<file path="src/rtl/riscv_ctrl_pkg.sv">
// Shared encodings for the RV32I decode controller: opcodes, control field codes
// and the Decode->Execute control bundle.
package riscv_ctrl_pkg;

   localparam logic [6:0] OP_R     = 7'b0110011;
   localparam logic [6:0] OP_I     = 7'b0010011;
   localparam logic [6:0] OP_S     = 7'b0100011;
   localparam logic [6:0] OP_B     = 7'b1100011;
   localparam logic [6:0] OP_LUI   = 7'b0110111;
   localparam logic [6:0] OP_AUIPC = 7'b0010111;
   localparam logic [6:0] OP_JAL   = 7'b1101111;
   localparam logic [6:0] OP_LOAD  = 7'b0000011;
   localparam logic [6:0] OP_JALR  = 7'b1100111;

   localparam logic [6:0] F7_MULDIV = 7'b0000001;

   localparam logic [2:0] IMM_I = 3'b000;
   localparam logic [2:0] IMM_S = 3'b001;
   localparam logic [2:0] IMM_B = 3'b010;
   localparam logic [2:0] IMM_J = 3'b011;
   localparam logic [2:0] IMM_U = 3'b100;

   localparam logic [1:0] RES_ALU = 2'b00;
   localparam logic [1:0] RES_MEM = 2'b01;
   localparam logic [1:0] RES_PC4 = 2'b10;
   localparam logic [1:0] RES_IMM = 2'b11;

   localparam logic [1:0] JMP_NONE = 2'b00;
   localparam logic [1:0] JMP_JAL  = 2'b01;
   localparam logic [1:0] JMP_JALR = 2'b10;

   localparam logic [1:0] ALU_ADD = 2'b00;
   localparam logic [1:0] ALU_SUB = 2'b01;
   localparam logic [1:0] ALU_R   = 2'b10;
   localparam logic [1:0] ALU_I   = 2'b11;

   localparam logic [2:0] BR_NONE = 3'b000;
   localparam logic [2:0] BR_BEQ  = 3'b001;
   localparam logic [2:0] BR_BNE  = 3'b010;
   localparam logic [2:0] BR_BLT  = 3'b011;
   localparam logic [2:0] BR_BGE  = 3'b100;
   localparam logic [2:0] BR_BLTU = 3'b101;
   localparam logic [2:0] BR_BGEU = 3'b110;

   localparam logic [1:0] MD_NONE = 2'b00;
   localparam logic [1:0] MD_MUL  = 2'b01;
   localparam logic [1:0] MD_DIV  = 2'b10;

   typedef struct packed {
      logic       reg_write;
      logic       mem_write;
      logic       alu_src;
      logic       lui;
      logic       auipc;
      logic [1:0] result_src;
      logic [1:0] jump;
      logic [1:0] alu_op;
      logic [2:0] branch;
      logic       illegal;
      logic [1:0] md_op;
   } ctrl_t;

   // Unsupported branch func3 values (010, 011) map to BR_NONE.
   function automatic logic [2:0] branch_sel(input logic [2:0] f3);
      case (f3)
         3'b000:  return BR_BEQ;
         3'b001:  return BR_BNE;
         3'b100:  return BR_BLT;
         3'b101:  return BR_BGE;
         3'b110:  return BR_BLTU;
         3'b111:  return BR_BGEU;
         default: return BR_NONE;
      endcase
   endfunction

endpackage

</file>
<file path="src/rtl/md_sequencer.sv">
// Multi-cycle MUL/DIV occupancy tracker: counts an M op through Execute, stalling
// the front end until the final cycle, where it pulses done.
module md_sequencer
   import riscv_ctrl_pkg::*;
#(
   parameter int MUL_LAT = 3,
   parameter int DIV_LAT = 32
) (
   input  logic       clk,
   input  logic       rst,
   input  logic       load,
   input  logic [1:0] md_op,
   output logic       md_stall,
   output logic       md_done
);

   localparam int MAX_LAT = (MUL_LAT > DIV_LAT) ? MUL_LAT : DIV_LAT;
   localparam int CNT_W   = $clog2(MAX_LAT) + 1;
   localparam logic [CNT_W-1:0] MUL_CNT = CNT_W'(MUL_LAT - 1);
   localparam logic [CNT_W-1:0] DIV_CNT = CNT_W'(DIV_LAT - 1);

   localparam logic [0:0] S_IDLE = 1'b0;
   localparam logic [0:0] S_BUSY = 1'b1;

   logic [0:0]       state_reg, state_next;
   logic [CNT_W-1:0] cnt_reg, cnt_next;

   assign md_stall = (state_reg == S_BUSY) && (cnt_reg != '0);
   assign md_done  = (state_reg == S_BUSY) && (cnt_reg == '0);

   // The done cycle does not stall, so a following M op can load straight into BUSY.
   always_comb begin
      state_next = state_reg;
      cnt_next   = cnt_reg;
      if (md_stall) begin
         cnt_next = cnt_reg - CNT_W'(1);
      end else if (load && (md_op != MD_NONE)) begin
         state_next = S_BUSY;
         cnt_next   = (md_op == MD_DIV) ? DIV_CNT : MUL_CNT;
      end else begin
         state_next = S_IDLE;
         cnt_next   = '0;
      end
   end

   always_ff @(posedge clk) begin
      if (rst) begin
         state_reg <= S_IDLE;
         cnt_reg   <= '0;
      end else begin
         state_reg <= state_next;
         cnt_reg   <= cnt_next;
      end
   end

endmodule

</file>
<file path="src/rtl/decode_ctrl_pipe.sv">
// RV32I Decode-stage controller with the Decode->Execute control register.
// Define M_EXT_EN to build M-extension decode and the multi-cycle sequencer.
module decode_ctrl_pipe
   import riscv_ctrl_pkg::*;
#(
   parameter int MUL_LAT = 3,
   parameter int DIV_LAT = 32
) (
   input  logic       clk,
   input  logic       rst,
   input  logic [6:0] op,
   input  logic [2:0] func3,
   input  logic [6:0] func7,
   input  logic       flushE,
   output logic [2:0] immSrcD,
   output logic       illegalD,
   output logic       regWriteE,
   output logic       memWriteE,
   output logic       ALUSrcE,
   output logic       luiE,
   output logic       auipcE,
   output logic [1:0] resultSrcE,
   output logic [1:0] jumpE,
   output logic [1:0] ALUOpE,
   output logic [2:0] branchE,
   output logic       illegalE,
   output logic [1:0] mdOpE,
   output logic       mdStall,
   output logic       mdDoneE
);

   if (MUL_LAT < 1 || DIV_LAT < 1) begin : g_lat_check
      $error("MUL_LAT and DIV_LAT must be at least 1");
   end

   ctrl_t      ctrl_d;
   ctrl_t      ctrl_e_reg;
   logic [2:0] imm_src_d;
   logic       md_stall;
   logic       md_done;

   always_comb begin
      ctrl_d    = '0;
      imm_src_d = IMM_I;
      case (op)
         OP_R: begin
            if (func7 == F7_MULDIV) begin
`ifdef M_EXT_EN
               ctrl_d.reg_write = 1'b1;
               ctrl_d.alu_op    = ALU_R;
               ctrl_d.md_op     = func3[2] ? MD_DIV : MD_MUL;
`else
               ctrl_d.illegal   = 1'b1;
`endif
            end else begin
               ctrl_d.reg_write = 1'b1;
               ctrl_d.alu_op    = ALU_R;
            end
         end
         OP_I: begin
            ctrl_d.reg_write = 1'b1;
            ctrl_d.alu_op    = ALU_I;
         end
         OP_S: begin
            ctrl_d.mem_write = 1'b1;
            ctrl_d.alu_src   = 1'b1;
            imm_src_d        = IMM_S;
         end
         OP_B: begin
            ctrl_d.alu_op  = ALU_SUB;
            ctrl_d.branch  = branch_sel(func3);
            ctrl_d.illegal = (branch_sel(func3) == BR_NONE);
            imm_src_d      = IMM_B;
         end
         OP_LOAD: begin
            ctrl_d.reg_write  = 1'b1;
            ctrl_d.alu_src    = 1'b1;
            ctrl_d.result_src = RES_MEM;
         end
         OP_LUI: begin
            ctrl_d.reg_write  = 1'b1;
            ctrl_d.lui        = 1'b1;
            ctrl_d.result_src = RES_IMM;
            imm_src_d         = IMM_U;
         end
         OP_AUIPC: begin
            ctrl_d.reg_write  = 1'b1;
            ctrl_d.alu_src    = 1'b1;
            ctrl_d.auipc      = 1'b1;
            ctrl_d.alu_op     = ALU_ADD;
            ctrl_d.result_src = RES_ALU;
            imm_src_d         = IMM_U;
         end
         OP_JAL: begin
            ctrl_d.reg_write  = 1'b1;
            ctrl_d.jump       = JMP_JAL;
            ctrl_d.result_src = RES_PC4;
            imm_src_d         = IMM_J;
         end
         OP_JALR: begin
            ctrl_d.reg_write  = 1'b1;
            ctrl_d.alu_src    = 1'b1;
            ctrl_d.jump       = JMP_JALR;
            ctrl_d.result_src = RES_PC4;
            imm_src_d         = IMM_I;
         end
         default: ctrl_d.illegal = 1'b1;
      endcase
   end

`ifdef M_EXT_EN
   logic load_e;

   // A load happens only when E is neither held nor flushed.
   assign load_e = !md_stall && !flushE;

   md_sequencer #(
      .MUL_LAT (MUL_LAT),
      .DIV_LAT (DIV_LAT)
   ) u_md_sequencer (
      .clk      (clk),
      .rst      (rst),
      .load     (load_e),
      .md_op    (ctrl_d.md_op),
      .md_stall (md_stall),
      .md_done  (md_done)
   );
`else
   assign md_stall = 1'b0;
   assign md_done  = 1'b0;
`endif

   // A running M op holds E even over a flush request.
   always_ff @(posedge clk) begin
      if (rst) begin
         ctrl_e_reg <= '0;
      end else if (md_stall) begin
         ctrl_e_reg <= ctrl_e_reg;
      end else if (flushE) begin
         ctrl_e_reg <= '0;
      end else begin
         ctrl_e_reg <= ctrl_d;
      end
   end

   assign immSrcD    = imm_src_d;
   assign illegalD   = ctrl_d.illegal;
   assign regWriteE  = ctrl_e_reg.reg_write;
   assign memWriteE  = ctrl_e_reg.mem_write;
   assign ALUSrcE    = ctrl_e_reg.alu_src;
   assign luiE       = ctrl_e_reg.lui;
   assign auipcE     = ctrl_e_reg.auipc;
   assign resultSrcE = ctrl_e_reg.result_src;
   assign jumpE      = ctrl_e_reg.jump;
   assign ALUOpE     = ctrl_e_reg.alu_op;
   assign branchE    = ctrl_e_reg.branch;
   assign illegalE   = ctrl_e_reg.illegal;
   assign mdOpE      = ctrl_e_reg.md_op;
   assign mdStall    = md_stall;
   assign mdDoneE    = md_done;

endmodule

</file>
<file path="config.mk">
export PLATFORM = sky130hd
export DESIGN_NAME = decode_ctrl_pipe
export DESIGN_NICKNAME = d
export VERILOG_FILES = /design/src/rtl/riscv_ctrl_pkg.sv /design/src/rtl/md_sequencer.sv /design/src/rtl/decode_ctrl_pipe.sv
export SDC_FILE = /design/constraint.sdc
export NUM_CORES = 1
export LEC_CHECK = 0
export ABC_AREA = 1
export ABC_CLOCK_PERIOD_IN_PS = 2800
export BUFFER_PORTS_ARGS = -buffer_cell sky130_fd_sc_hd__buf_2
export CAP_MARGIN = 20
export CORE_MARGIN = 2
export CORE_UTILIZATION = 30
export CTS_CLUSTER_DIAMETER = 80
export DETAILED_ROUTE_END_ITERATION = 8
export GPL_TIMING_DRIVEN = 1
export PLACE_DENSITY = 0.63
export RECOVER_POWER = 100
export SYNTH_ARGS = -nofsm -noshare
export SYNTH_HDL_FRONTEND = slang
export SYNTH_SLANG_ARGS = --single-unit
</file>
<file path="constraint.sdc">
create_clock -name clk -period 2.8 [get_ports clk]
set_clock_uncertainty 0.05 [all_clocks]
set_input_delay 0.42 -clock clk [delete_from_list [all_inputs] [get_ports clk]]
set_output_delay 0.42 -clock clk [all_outputs]
set_load 0.01 [all_outputs]
</file>
==> Word-level counts from Yosys, hierarchy flattened <==
Cells that the tools add are included.
{ "op_classes": {"eq_ne": 15, "n_mux": 15, "bitwise": 1, "reduce_logical": 9} }
{ "op_table": {"columns": ["cell", "count"], "rows": [
  ["7-bit by 6-bit equality test with 1-bit output, second input constant", 3],
  ["7-bit equality test, second input constant", 3],
  ["3-bit one-hot mux with 6 select lines", 1],
  ["7-bit by 5-bit equality test with 1-bit output, second input constant", 2],
  ["3-bit equality test, second input constant", 4],
  ["2-bit one-hot mux with 3 select lines", 2],
  ["3-bit one-hot mux with 4 select lines", 1],
  ["7-bit by 1-bit equality test with 1-bit output, second input constant", 1],
  ["7-bit by 2-bit equality test with 1-bit output, second input constant", 1],
  ["7-bit OR reduction", 1],
  ["3-bit zero test", 2],
  ["1-bit 2-to-1 mux", 6],
  ["2-bit OR reduction", 3],
  ["6-bit OR reduction", 1],
  ["2-bit one-hot mux with 2 select lines", 1],
  ["4-bit OR reduction", 1],
  ["3-bit by 1-bit equality test with 1-bit output, second input constant", 1],
  ["3-bit 2-to-1 mux", 1],
  ["1-bit one-hot mux with 3 select lines", 1],
  ["3-bit OR reduction", 1],
  ["2-bit 2-to-1 mux", 1],
  ["1-bit one-hot mux with 2 select lines", 1],
  ["1-bit inverter", 1]
]} }
{ "word_totals": {"ff_bits": 17, "input_bits": 20, "out_inout_bits": 23, "wordCells": 51} }

==> Longest topological paths before layout <==
Gate-level depths: netlist of run 1.
{ "logic_depth": {"ltp_word": 5, "mapped_depth": 8, "depth_no_buf": 8} }

==> Worst setup path after synthesis of run 1 <==
OpenSTA, ideal clock, no wires.
{ "synth_timing": {"kind": "input-to-output", "start": "in op[6]", "end": "out illegalD", "t_arrival_ps": 1089, "required_time_ps": 2330, "setup_slack_ps": 1241, "path_stages": 6, "n_path_buf": 0, "path_cell_list": "inv_1 > nand3_1 > a21oi_2 > nor2_4 > nand3_2 > nand2_1"} }
{ "synth_via": {"elab_chain_len": 3, "elab_cells_between_ends": 11, "classes_between": "eq/ne: 9; mux: 1; reduce/logical: 1"} }
{ "synth_lines": {"columns": ["element", "line", "source"], "rows": [
  ["start, declared", "decode_ctrl_pipe.sv:11", "input logic [6:0] op,"],
  ["7-bit equality test (tied with other cells)", "decode_ctrl_pipe.sv:45", "case (op)"],
  ["7-bit OR reduction (no source line)", null, null],
  ["1-bit one-hot mux with 3 select lines *", "decode_ctrl_pipe.sv:45", null],
  ["end, declared", "decode_ctrl_pipe.sv:16", "output logic illegalD,"]
]} }
Every way passes the cells marked *; elsewhere a longest branch is shown, timed or not.

==> Final worst setup path of run 1 <==
Same ends and word-level chain as after synthesis.

==> impl_metrics.tcl, run 1 <==
set metrics [dict create \
    run_status "completed" \
    portBuffers 38 \
    start_util 0.322 \
    synthAdderAreaFrac 0 \
    tns_ps 0 \
    diodes 0 \
    grt.busiest_layer "met2" \
    p_per_area_nw_per_um2 412 \
    cts_tree "done" \
    grt-ovfl-total 0 \
    max_freq_mhz 513 \
    fin_crit_ps 1950 \
    crit_fanout 4 \
    cts_made_buffers 3 \
    max_cap_viol_count 0 \
    post_synth_and_or_nand_nor_area_fraction 0.388 \
    worstSetupStartpointType "primary input" \
    drt-total-wl_um 1580 \
    cts_htree_levels 1 \
    dieArea_sq_um 2830 \
    core_region_area_sq_um 2250 \
    final-setup-viol-count 0 \
    critical_path_class "primary input to output pin" \
    startpoint "op[6]" \
    min_delay_path_depth 2 \
    maxSlewViolCount 0 \
    synth_compound_area_frac 0.0793 \
    syn_area_sq_um 726 \
    ant_nets 0 \
    num_rows 17 \
    synthDistinctLibCells 22 \
    fin_crit_sh 0.696 \
    total_power_uw 374 \
    ys_seq_area_frac 0.414 \
    yosysWarningCount 0 \
    first_pass_iters 4 \
    grtUsageMet2 0.192 \
    vias 712 \
    worstHoldStart "func3[0]" \
    synth_xor_area_frac 0 \
    clockBufferDepth 2 \
    endpoint_kind "output pin" \
    wl_per_cell_um 9.41 \
    antenna_found_initial 0 \
    finish.utilization 0.403 \
    design_area_sq_um 910 \
    die_h_um 53.2 \
    drive_gt1_frac 0.229 \
    die_w_um 53.2 \
    place_hpwl_um 1340 \
    hold_buffers 0 \
    min_to "branchE[0]" \
    synth_area_per_cell_sq_um 7.33 \
    path_clk_slew_ps 70 \
    ys_ff_latch 15 \
    drc_errors 0 \
    hold_viol 0 \
    clock-root-buffer "clkbuf_4" \
    globalplace.congestion 0.828 \
    area_growth_pct 25.3 \
    synthCells 99 \
    met1_usage 0.148 \
    met3_usage 0.0141 \
    grt_pass1_wl_um 2490 \
    power.leakage_uw 0.000480 \
    final_nets 161 \
    worstPathRequired_ps 2330 \
    synth_mux_area_frac 0 \
    clock_sinks 15 \
    gr-usage-all-layers 0.123 \
    first_iter_violations 12 \
    pin_count 43 \
    place_area_sq_um 932 \
    hold_class "primary input to flip-flop" \
    grt_max_degree 11 \
    synth_top_family_by_area "simple AND/OR/NAND/NOR gates" \
    cp.arrival_ps 1480 \
    cts_resized 0 \
    avgViaCountPerCell 4.24 \
    slowest_delay_ps 370 \
    post_cts_buffers 0 \
    grt_setup_unrepaired "false" \
    first_global_vias 627 \
    irDropWorstVdd_mv 0.195 \
    path_cells "clkbuf_1, inv_1, nand3_1, a21oi_1, nor2_4, nand3_1, nand2_1, clkbuf_1" \
    slowest_stage "a21oi_1" \
]
cell usage in the layout, fill, tap and decap left out, types with 2 or more instances in the layout:
master    Yosys  routed
dfxtp_1      15      15
conb_1        1       4
o21ai_0       2       2
nand2_4       3       2
nand2_1      21      22
clkbuf_1      0      19
buf_2         0      20
nor2_1       16      18
inv_1        11      11
inv_2         2       2
clkbuf_4      0       3
a21oi_1       3       4
nand3_1       6       7
per-stage QoR:
stage / worst slack (ps) / hold slack [ps] / std cells
global route: 708 / 261 / 168
global placement: 989 / 562 / 164
detailed placement: 965 / 565 / 164
CTS: 964 / 268 / 168
finish: 851 / 276 / 168
floorplan: 1240 / 442 / 102
metal layers:
layer | part of all wire | up-vias
met5 | 0 | -
met4 | 0.027 | 0
met3 | 0.077 | 4
met2 | 0.45 | 26
met1 | 0.44 | 298
li1 | - | 384
power by group:
part / leakage [uW] / internal, uW / switching (uW)
combinational: 0.000344 / 17.4 / 29.1
clock: 0.0000150 / 55.2 / 57.7
sequential: 0.000121 / 215 / 0.325
sequential cells by signal, summed over array words and instances, names as in the netlist:
signal / flops
ALUOpE: 2
ALUSrcE: 1
auipcE: 1
branchE: 3
illegalE: 1
jumpE: 2
luiE: 1
memWriteE: 1
regWriteE: 1
resultSrcE: 2
critical path, delay by kind of cell:
family	cells	cell delay, ps
buf+inv	3	330
simple gates	4	340
compound gates	1	370
area by class of cell:
class	instances	area, sq um
Clock buffer	4	26.3
Tap cell	28	35.0
Fill cell	276	1350
Multi-Input combinational cell	69	328
Inverter	14	52.6
Timing Repair Buffer	38	168
Sequential cell	15	300
Yosys cell counts:
cell	instances	area share
nor3_1	1	0.0069
buf_4	4	0.041
a21oi_1	3	0.021
a21oi_2	2	0.024
nor2_4	2	0.031
a41oi_1	1	0.012
nand3_1	6	0.041
conb_1	1	0.0052
inv_2	2	0.010
nand4_1	1	0.0086
clkinv_1	1	0.0052
nand2_4	3	0.047
o21ai_0	2	0.014
dfxtp_1	15	0.41
nor2_2	2	0.017
nand3_2	2	0.028
inv_1	11	0.057
nor2_1	16	0.083
nand2_1	21	0.11
nand2_2	1	0.0086
nor4_1	1	0.0086
a31oi_1	1	0.0086
worst max-delay path by stage:
stage	depth (start not counted)	slack, ps	endpoint
after global routing	8	710	illegalD
after floorplan	6	1240	illegalD
after CTS	8	960	illegalD
after detailed placement	8	960	illegalD
after global placement	8	990	illegalD
final	8	850	illegalD
cells by family (layout without fill, tap and decap cells):
family / Yosys count / after routing
compound gates: 9 / 9
buf+inv: 18 / 56
other cells: 1 / 4
simple gates: 56 / 56
flops: 15 / 15
Note: power is estimated with default switching activity, not from simulation.
==> run 2: changes to the inputs <==
- ABC_CLOCK_PERIOD_IN_PS: 2800 -> 1790
- PLACE_DENSITY: 0.63 -> 0.65
- clock period: 2.8 -> 1.79 ns (I/O delays scaled with it)
==> impl_metrics.tcl, run 2 (synthesized netlist as in run 1, its figures left out) <==
set metrics [dict create \
    grt-ovfl-total 0 \
    globalplace.congestion 0.830 \
    cts_made_buffers 3 \
    irDropWorstVdd_mv 0.338 \
    power.leakage_uw 0.000491 \
    slowest_stage "a21oi_1" \
    grt_pass1_wl_um 2460 \
    final-setup-viol-count 0 \
    comb_power_share 0.124 \
    die_w_um 53.2 \
    ant_nets 0 \
    hold_buffers 0 \
    max_freq_mhz 628 \
    final_cell_mix "nand2_1, buf_2, nor2_1, clkbuf_1, dfxtp_1" \
    final_nets 161 \
    startpoint "op[6]" \
    grt_max_degree 11 \
    maxSlewViolCount 0 \
    drive_gt1_frac 0.250 \
    cts_htree_levels 1 \
    clock-root-buffer "clkbuf_4" \
    p_clk_frac 0.306 \
    hold_class "primary input to flip-flop" \
    core_region_area_sq_um 2250 \
    final_common_cell "nand2_1" \
    cts_tree "done" \
    worstSetupStartpointType "primary input" \
    gr-usage-all-layers 0.124 \
    drc_errors 0 \
    worstPathRequired_ps 1470 \
    clockBufferDepth 2 \
    avgViaCountPerCell 4.30 \
    switching_power_uw 144 \
    power_frac_seq 0.570 \
    vias 723 \
    dieArea_sq_um 2830 \
    tns_ps 0 \
    fin_crit_sh 0.890 \
    portBuffers 38 \
    worstPathBufferInverterCount 3 \
    num_rows 17 \
    path_clk_slew_ps 90 \
    antenna_found_initial 0 \
    first_iter_violations 8 \
    pin_count 43 \
    p_per_area_nw_per_um2 644 \
    clock_sinks 15 \
    wl_per_cell_um 9.48 \
    max_cap_viol_count 0 \
    run_status "completed" \
    grt_setup_unrepaired "false" \
    min_delay_path_depth 2 \
    first_pass_iters 4 \
    die_h_um 53.2 \
    post_cts_buffers 0 \
    place_hpwl_um 1350 \
    internal-power_uw 446 \
    drt-total-wl_um 1590 \
    cp_top_family "buffers and inverters" \
    slowest_delay_ps 340 \
    fin_crit_ps 1590 \
    area_growth_pct 26.2 \
    p_sw_frac 0.244 \
    start_util 0.322 \
    largest_reg_flops 3 \
    path_cells "clkbuf_1, inv_1, nand3_1, a21oi_1, nor2_4, nand3_2, nand2_1, buf_2" \
    crit_fanout 4 \
    dp.cells 164 \
    first_global_vias 619 \
    endpoint_kind "output pin" \
    cts_resized 0 \
    layoutNonFillerInstCount 168 \
    diodes 0 \
    worstHoldStart "func3[0]" \
    cp.arrival_ps 1270 \
    critical_path_class "primary input to output pin" \
    cp.depth 8 \
    hold_viol 0 \
]
==> run 2: layout make-up <==
class / count / area [sq um]
Fill cell: 268 / 1340
Multi-Input combinational cell: 69 / 332
Sequential cell: 15 / 300
Timing Repair Buffer: 38 / 169
Inverter: 14 / 52.6
Tap cell: 28 / 35.0
Clock buffer: 3 / 22.5
Clock inverter: 1 / 5.00
==> run 2: power groups by stage <==
stage / Combinational, uW / Sequential (uW) / Clock [uW]
floorplan: 45.8 / 346 / 0
global placement: 75.3 / 344 / 0
detailed placement: 77.6 / 344 / 0
CTS: 77.8 / 336 / 185
global route: 83.1 / 336 / 198
finish: 73.4 / 336 / 180
==> run 2: metrics by stage <==
stage / setup WS, ps / total power [uW] / hold WS [ps] / cell area, sq um / util
2_1_floorplan: 534 / 391 / 291 / 737 / -
3_3_place_gp: 284 / 419 / 410 / 932 / 0.413
3_5_place_dp: 266 / 422 / 414 / 932 / 0.413
4_1_cts: 264 / 599 / 112 / 960 / 0.426
5_1_grt: 89.2 / 617 / 111 / 916 / 0.406
6_report: 198 / 590 / 115 / 916 / 0.406
==> run 2: path summary, 6_finish.rpt <==
check | slack [ps] | end
min | 120 | branchE[0]
max | 200 | illegalD
==> run 2: routing by layer <==
| layer | GRT usage | vias up | wire [um] |
|---|---|---|---|
| met2 | 0.202 | 26 | 706 |
| met3 | 0.0339 | 4 | 146 |
| met1 | 0.132 | 308 | 683 |
| li1 | - | 385 | - |
| met4 | 0.103 | 0 | 56 |
| met5 | 0 | - | 0 |
